### src/rtl/picmicro_icsp_pkg.sv
// picmicro_icsp_pkg: shared opcodes, states and frame constants for the ICSP programmer
package picmicro_icsp_pkg;
  localparam int ICSP_CMD_BITS = 6;
  localparam int ICSP_FRAME_BITS = 16;
  localparam logic [13:0] ICSP_ERASE_VALUE = 14'h3FFF;
  localparam logic [5:0] OP_LOAD  = 6'h02;
  localparam logic [5:0] OP_READ  = 6'h04;
  localparam logic [5:0] OP_INC   = 6'h06;
  localparam logic [5:0] OP_PROG  = 6'h08;
  localparam logic [5:0] OP_ERASE = 6'h09;
  typedef enum logic [2:0] {S_IDLE, S_CMD, S_LOAD, S_RFETCH, S_READ, S_PROG, S_ERASE} state_e;
  function automatic state_e cmd_next(input logic [5:0] op);
    return op == OP_LOAD ? S_LOAD : op == OP_READ ? S_RFETCH : op == OP_PROG ? S_PROG :
           op == OP_ERASE ? S_ERASE : S_CMD;
  endfunction
endpackage

### src/rtl/picmicro_icsp_programmer_sync.sv
// icsp_input_sync: synchronizers and edge pulses for pgc, pgd_in and prog_mode
module icsp_input_sync #(
  parameter int SYNC_STAGES = 2
) (
  input  logic clk,
  input  logic rst,
  input  logic pgc,
  input  logic pgd_in,
  input  logic prog_mode,
  output logic pgc_s,
  output logic pgd_s,
  output logic mode_s,
  output logic pgc_rise,
  output logic pgc_fall,
  output logic mode_rise,
  output logic mode_fall
);
  logic [SYNC_STAGES-1:0][2:0] sync_q, sync_d;
  logic [1:0] prev_q, prev_d;
  always_comb begin
    sync_d = {sync_q[SYNC_STAGES-2:0], {prog_mode, pgd_in, pgc}};
    prev_d = {mode_s, pgc_s};
  end
  always_ff @(posedge clk) begin
    if (rst) begin
      sync_q <= '0;
      prev_q <= '0;
    end else begin
      sync_q <= sync_d;
      prev_q <= prev_d;
    end
  end
  assign {mode_s, pgd_s, pgc_s} = sync_q[SYNC_STAGES-1];
  assign pgc_rise  = pgc_s & ~prev_q[0];
  assign pgc_fall  = ~pgc_s & prev_q[0];
  assign mode_rise = mode_s & ~prev_q[1];
  assign mode_fall = ~mode_s & prev_q[1];
endmodule

### src/rtl/picmicro_icsp_programmer.sv
// picmicro_icsp_programmer: ICSP slave writing/reading PIC16F program memory over PGC/PGD
module picmicro_icsp_programmer
  import picmicro_icsp_pkg::*;
#(
  parameter int SYNC_STAGES = 2,
  parameter int PROG_CYCLES = 16,
  parameter int ADDR_WIDTH  = 13,
  parameter int DATA_WIDTH  = 14
) (
  input  logic                  clk,
  input  logic                  rst,
  input  logic                  prog_mode,
  input  logic                  pgc,
  input  logic                  pgd_in,
  output logic                  pgd_out,
  output logic                  pgd_oe,
  output logic                  core_hold,
  output logic [ADDR_WIDTH-1:0] pm_addr,
  output logic                  pm_wr_en,
  output logic [DATA_WIDTH-1:0] pm_wr_data,
  output logic                  pm_rd_en,
  input  logic [DATA_WIDTH-1:0] pm_rd_data
);
  localparam int FW = DATA_WIDTH + 2;
  localparam int PW = $clog2(PROG_CYCLES + 1);
  logic pgc_s, pgd_s, mode_s, pgc_rise, pgc_fall, mode_rise, mode_fall;
  state_e state_q, state_d;
  logic [ADDR_WIDTH-1:0] addr_q, addr_d, erase_cnt_q, erase_cnt_d;
  logic [DATA_WIDTH-1:0] latch_q, latch_d;
  logic [FW-1:0] shift_q, shift_d, shift_in;
  logic [4:0] bit_cnt_q, bit_cnt_d;
  logic [PW-1:0] prog_cnt_q, prog_cnt_d;
  logic pgd_out_q, pgd_out_d;
  logic [5:0] cmd;
  icsp_input_sync #(.SYNC_STAGES(SYNC_STAGES)) u_sync (
    .clk(clk), .rst(rst), .pgc(pgc), .pgd_in(pgd_in), .prog_mode(prog_mode),
    .pgc_s(pgc_s), .pgd_s(pgd_s), .mode_s(mode_s), .pgc_rise(pgc_rise), .pgc_fall(pgc_fall),
    .mode_rise(mode_rise), .mode_fall(mode_fall)
  );
  // bits arrive LSb first, so each new bit enters at the top of the shifter
  always_comb begin
    state_d = state_q;
    addr_d = addr_q;
    latch_d = latch_q;
    shift_d = shift_q;
    bit_cnt_d = bit_cnt_q;
    prog_cnt_d = '0;
    erase_cnt_d = '0;
    pgd_out_d = 1'b0;
    pm_wr_en = 1'b0;
    pm_wr_data = '0;
    pm_rd_en = 1'b0;
    shift_in = {pgd_s, shift_q[FW-1:1]};
    cmd = shift_in[FW-1 -: ICSP_CMD_BITS];
    if (mode_fall || !mode_s) begin
      state_d = S_IDLE;
      bit_cnt_d = '0;
    end else begin
      case (state_q)
        S_IDLE: if (mode_rise) begin
          state_d = S_CMD;
          addr_d = '0;
          latch_d = DATA_WIDTH'(ICSP_ERASE_VALUE);
          bit_cnt_d = '0;
        end
        S_CMD: if (pgc_fall) begin
          shift_d = shift_in;
          bit_cnt_d = bit_cnt_q + 5'd1;
          if (bit_cnt_q == 5'(ICSP_CMD_BITS - 1)) begin
            bit_cnt_d = '0;
            addr_d = cmd == OP_INC ? addr_q + ADDR_WIDTH'(1) : addr_q;
            state_d = cmd_next(cmd);
          end
        end
        S_LOAD: if (pgc_fall) begin
          shift_d = shift_in;
          bit_cnt_d = bit_cnt_q + 5'd1;
          if (bit_cnt_q == 5'(ICSP_FRAME_BITS - 1)) begin
            bit_cnt_d = '0;
            latch_d = shift_in[DATA_WIDTH:1];
            state_d = S_CMD;
          end
        end
        S_RFETCH: begin
          pm_rd_en = bit_cnt_q == 5'd0;
          bit_cnt_d = 5'd1;
          if (bit_cnt_q[0]) begin
            shift_d = {1'b0, pm_rd_data, 1'b0};
            bit_cnt_d = '0;
            state_d = S_READ;
          end
        end
        S_READ: begin
          pgd_out_d = pgc_rise ? shift_q[0] : pgd_out_q;
          shift_d = pgc_rise ? shift_q >> 1 : shift_q;
          if (pgc_fall) begin
            bit_cnt_d = bit_cnt_q + 5'd1;
            if (bit_cnt_q == 5'(ICSP_FRAME_BITS - 1)) begin
              bit_cnt_d = '0;
              state_d = S_CMD;
            end
          end
        end
        S_PROG: begin
          prog_cnt_d = prog_cnt_q + PW'(1);
          if (prog_cnt_q == PW'(PROG_CYCLES)) begin
            pm_wr_en = 1'b1;
            pm_wr_data = latch_q;
            prog_cnt_d = '0;
            state_d = S_CMD;
          end
        end
        S_ERASE: begin
          pm_wr_en = 1'b1;
          pm_wr_data = DATA_WIDTH'(ICSP_ERASE_VALUE);
          erase_cnt_d = erase_cnt_q + ADDR_WIDTH'(1);
          state_d = &erase_cnt_q ? S_CMD : S_ERASE;
        end
        default: state_d = S_IDLE;
      endcase
    end
  end
  always_ff @(posedge clk) begin
    if (rst) begin
      state_q <= S_IDLE;
      addr_q <= '0;
      latch_q <= DATA_WIDTH'(ICSP_ERASE_VALUE);
      shift_q <= '0;
      bit_cnt_q <= '0;
      prog_cnt_q <= '0;
      erase_cnt_q <= '0;
      pgd_out_q <= 1'b0;
    end else begin
      state_q <= state_d;
      addr_q <= addr_d;
      latch_q <= latch_d;
      shift_q <= shift_d;
      bit_cnt_q <= bit_cnt_d;
      prog_cnt_q <= prog_cnt_d;
      erase_cnt_q <= erase_cnt_d;
      pgd_out_q <= pgd_out_d;
    end
  end
  // the erase sweep drives its own address; addr_q is untouched so it reappears afterwards
  assign pm_addr = state_q == S_ERASE ? erase_cnt_q : addr_q;
  assign pgd_out = pgd_out_q;
  assign pgd_oe = state_q == S_READ;
  assign core_hold = state_q != S_IDLE;
endmodule

### config.mk
export PLATFORM = sky130hd
export DESIGN_NAME = picmicro_icsp_programmer
export DESIGN_NICKNAME = d
export VERILOG_FILES = /design/src/rtl/picmicro_icsp_pkg.sv /design/src/rtl/picmicro_icsp_programmer_sync.sv /design/src/rtl/picmicro_icsp_programmer.sv
export SDC_FILE = /design/constraint.sdc
export NUM_CORES = 1
export LEC_CHECK = 0
export CAP_MARGIN = 5
export CORE_MARGIN = 4
export CORE_UTILIZATION = 42
export DETAILED_ROUTE_END_ITERATION = 12
export GPL_ROUTABILITY_DRIVEN = 0
export PLACE_DENSITY_LB_ADDON = 0.08
export REMOVE_ABC_BUFFERS = 1
export SLEW_MARGIN = 25
export SYNTH_ARGS = -nofsm -noshare
export SYNTH_HDL_FRONTEND = slang
export SYNTH_SLANG_ARGS = --single-unit
### constraint.sdc
create_clock -name clk -period 2.8 [get_ports clk]
set_input_delay 0.28 -clock clk [delete_from_list [all_inputs] [get_ports clk]]
set_output_delay 0.28 -clock clk [all_outputs]
set_load 0.02 [all_outputs]
==> results.md <==
- P_leak: 0.00163 uW
- Non-Filler Instances: 638
- Worst VDD drop: 0.000304 V
- Number of synthesized flops with an enable pin: 0
- Hold path cells: 1
- Core area: 0.00928 mm^2
- Clock root cell: clkbuf_8
- WP data required: 2.52 ns
- PwrDens: 422 mW/mm^2
- DRT iter0 DRCs: 189
- Top FF cell, synth: dfxtp_1
- Critical Path AT: between 2 and 2.5 ns
- Max_cap viols: 0
- Highest Clock Rate: 383 MHz
- Synth cell types: 52
- Dominant cell type by area after synthesis: dfxtp_1
- Vias per cell: 5.39
- CTS buffer count: 9
- Final ANT Viol Nets: 0
- Post-synthesis sequential area ratio: 38.7%
- WHS: 0.447 ns
- Layout cells sized above 1: 9.23%
- Most common cell after layout, fill and taps aside: dfxtp_1
- Mapped Area: 0.00403 mm^2
- R2r setup slk: 0.45 ns
- Area growth syn-to-layout: 20.5%
- Critical path endpoint category: primary output
- Reg2Reg Launch Point: bit_cnt_q[0]
- DP Cell Count: 623
- Initial antenna violation count: 0
- Gate Count Post-Synth: 462
- First-pass GRT wire length: 16.2 mm
- Drt wl/cell: 14.9 um
- Vias in the first global route: 3385
- HP Class: reg -> reg
- Status: finished, final reports clean
- Final setup margin: 0.186 ns
- Syn. warnings: 0
- CP peak stage delay: 0.60 ns
- CP startpoint kind: flip-flop
- RR Endpoint: state_q[0]
- Cell row count: 35
- Minimum clock period: 2.61 ns
- Final setup TNS: 0 ns
- Worst-path clk slew: 0.08 ns
- R2R depth: 10
- Asr flop ratio synth: 0%
- Worst-path cell chain: inv_1 -> ha_1 -> nor4bb_4 -> a21oi_1 -> nor2_1 -> buf_4 -> o21a_1 -> clkdlybuf4s50_1
- Global route overflow: 0
- Final Max Slew Viols: 0
- DP Worst Slack: ~0.37 ns
- CTS tree: done
- RSZ-0062 raised after global routing: false
- Slowest cell on crit path: clkdlybuf4s50_1
- Buf/Inv on CP: 3
- Most frequent cells in the layout: dfxtp_1, nor2_1, clkdlybuf4s50_1
- Clk sinks: 78
- Top-area cell type share of the netlist area: 38.7%
- Diode count: 0
- Total wire length: 9.48 mm
- Flop and latch count out of synthesis: 78
- Worst-Margin Slew: 0.602 ns
- Post-CTS setup buffers: 0
- Initial Util: between 40% and 50%
- Number of port buffers: 50
- H-tree Lvls: 3
- Largest net degree at the start of global routing: 39
- Post-layout util: 52.3%
- Pre-antenna DRT Iters: 5
- Final clock skew: 0.00886 ns
- DRC viols: 0
- WHS Endpoint: u_sync.pgc_s
- CTS Hold Bufs: 0
- Worst Path Max Fanout: 15
- Setup Crit Path Kind: reg -> out
- Fin crit share: a little over 90%
- Top Ports: 51
- Clock Tree Buf Depth: 2
- Die Area: 0.0112 mm^2
- Skew-Pair Late Insertion Delay: 0.35 ns
- CP delay by family, top: buffers and inverters
- Die Ht: 106 um
- Final setup violation count: 0
- CTS resizes: 1
- Tot GR Track Use: 17.3%
- Die width: 106 um
- Via count: 3440
- Fin. Hold Viols: 0
- Leading post-synthesis cells by cell area: dfxtp_1, nor2_1, xnor2_1
- Hold Crit Start: u_sync.sync_d[3]
- Hpwl dp: 6.47 mm
- Fin nets: 533
- Max-slew headroom: 59.9%
- Synthesized area per cell: 8.73 um^2
==> synthesized netlist by cell type, types with 4 or more instances <==
cell type,count
or3_1,7
clkbuf_1,17
buf_2,11
and3_1,4
nor3_1,27
o21bai_1,15
ha_1,9
mux2_2,13
nand2b_1,6
a211oi_1,17
xnor2_1,21
nand3_1,13
inv_1,17
nor3b_1,5
nand4_1,8
nor2_1,69
o21ai_0,7
nor2b_1,12
mux2i_1,15
dfxtp_1,78
nand2_1,11
a21oi_1,14
xor2_1,4
o21a_1,15
==> flip-flops by register name, summed over array words and instances (netlist names) <==
| name | cells |
|---|---|
| u_sync.pgd_s | 1 |
| shift_q | 16 |
| u_sync.sync_d | 3 |
| addr_q | 13 |
| u_sync.pgc_s | 1 |
| u_sync.prev_q | 2 |
| latch_q | 14 |
| pgd_out | 1 |
| erase_cnt_q | 13 |
| bit_cnt_q | 5 |
| u_sync.mode_s | 1 |
| prog_cnt_q | 5 |
| state_q | 3 |
==> through the flow <==
step	cell area, um^2	total power [uW]
final	4860	2050
after global routing	4860	2130
after CTS	4850	2080
after detailed placement	4650	1240
after global placement	4650	1240
after floorplan	3890	1180
==> area by class of cell <==
type	count	area (um^2)
clock buffer	11	141
clock inverter	4	47.5
tap	129	161
inverter	17	63.8
sequential	78	1560
timing repair buffer	63	598
fill	925	4430
multi-input combinational	336	2280
==> routing by layer <==
layer / wire, um / GRT usage [%]
met1: 4390 / 22.2
met2: 4560 / 29.3
met3: 476 / 4.68
met4: 45 / 3.70
met5: 0 / 0
==> cells by family (layout without fill, tap and decap cells) <==
kind of cell,after synthesis,after routing,share of synthesized area (%)
AOI/OAI and AO/OA,88,88,15.8
DFF,78,78,38.7
and+or+nand+nor,186,186,24.9
adders and majority gates,9,9,2.79
buffers and inverters,48,95,5.00
muxes,28,28,7.36
xor gates and xnor gates,25,25,5.43
==> worst register-to-register path: cells and delay by family (launching register included) <==
family	cells	cell delay (ns)
simple gates	3	0.48
buf+inv	2	0.26
fa+ha+maj	2	0.43
compound gates	3	0.58
flops	1	0.49
==> report_power, final <==
group	internal, uW	switching [uW]	total, uW
sequential	1110	7.19	1120
clock	429	410	839
combinational	46.5	43.0	89.5
total	1590	460	2050
==> worst max path at each step <==
stage,start,end,slack [ns],depth (start not counted)
2_1_floorplan,bit_cnt_q[0],state_q[0],0.57,9
3_3_place_gp,prog_cnt_q[0],pm_wr_data[5],0.41,8
3_5_place_dp,prog_cnt_q[0],pm_wr_data[10],0.37,8
4_1_cts,prog_cnt_q[0],pm_wr_data[10],0.08,8
5_1_grt,prog_cnt_q[0],pm_wr_data[10],0.001,8
6_report,prog_cnt_q[0],pm_wr_data[8],0.19,8
Note: power is estimated with default switching activity, not from simulation.
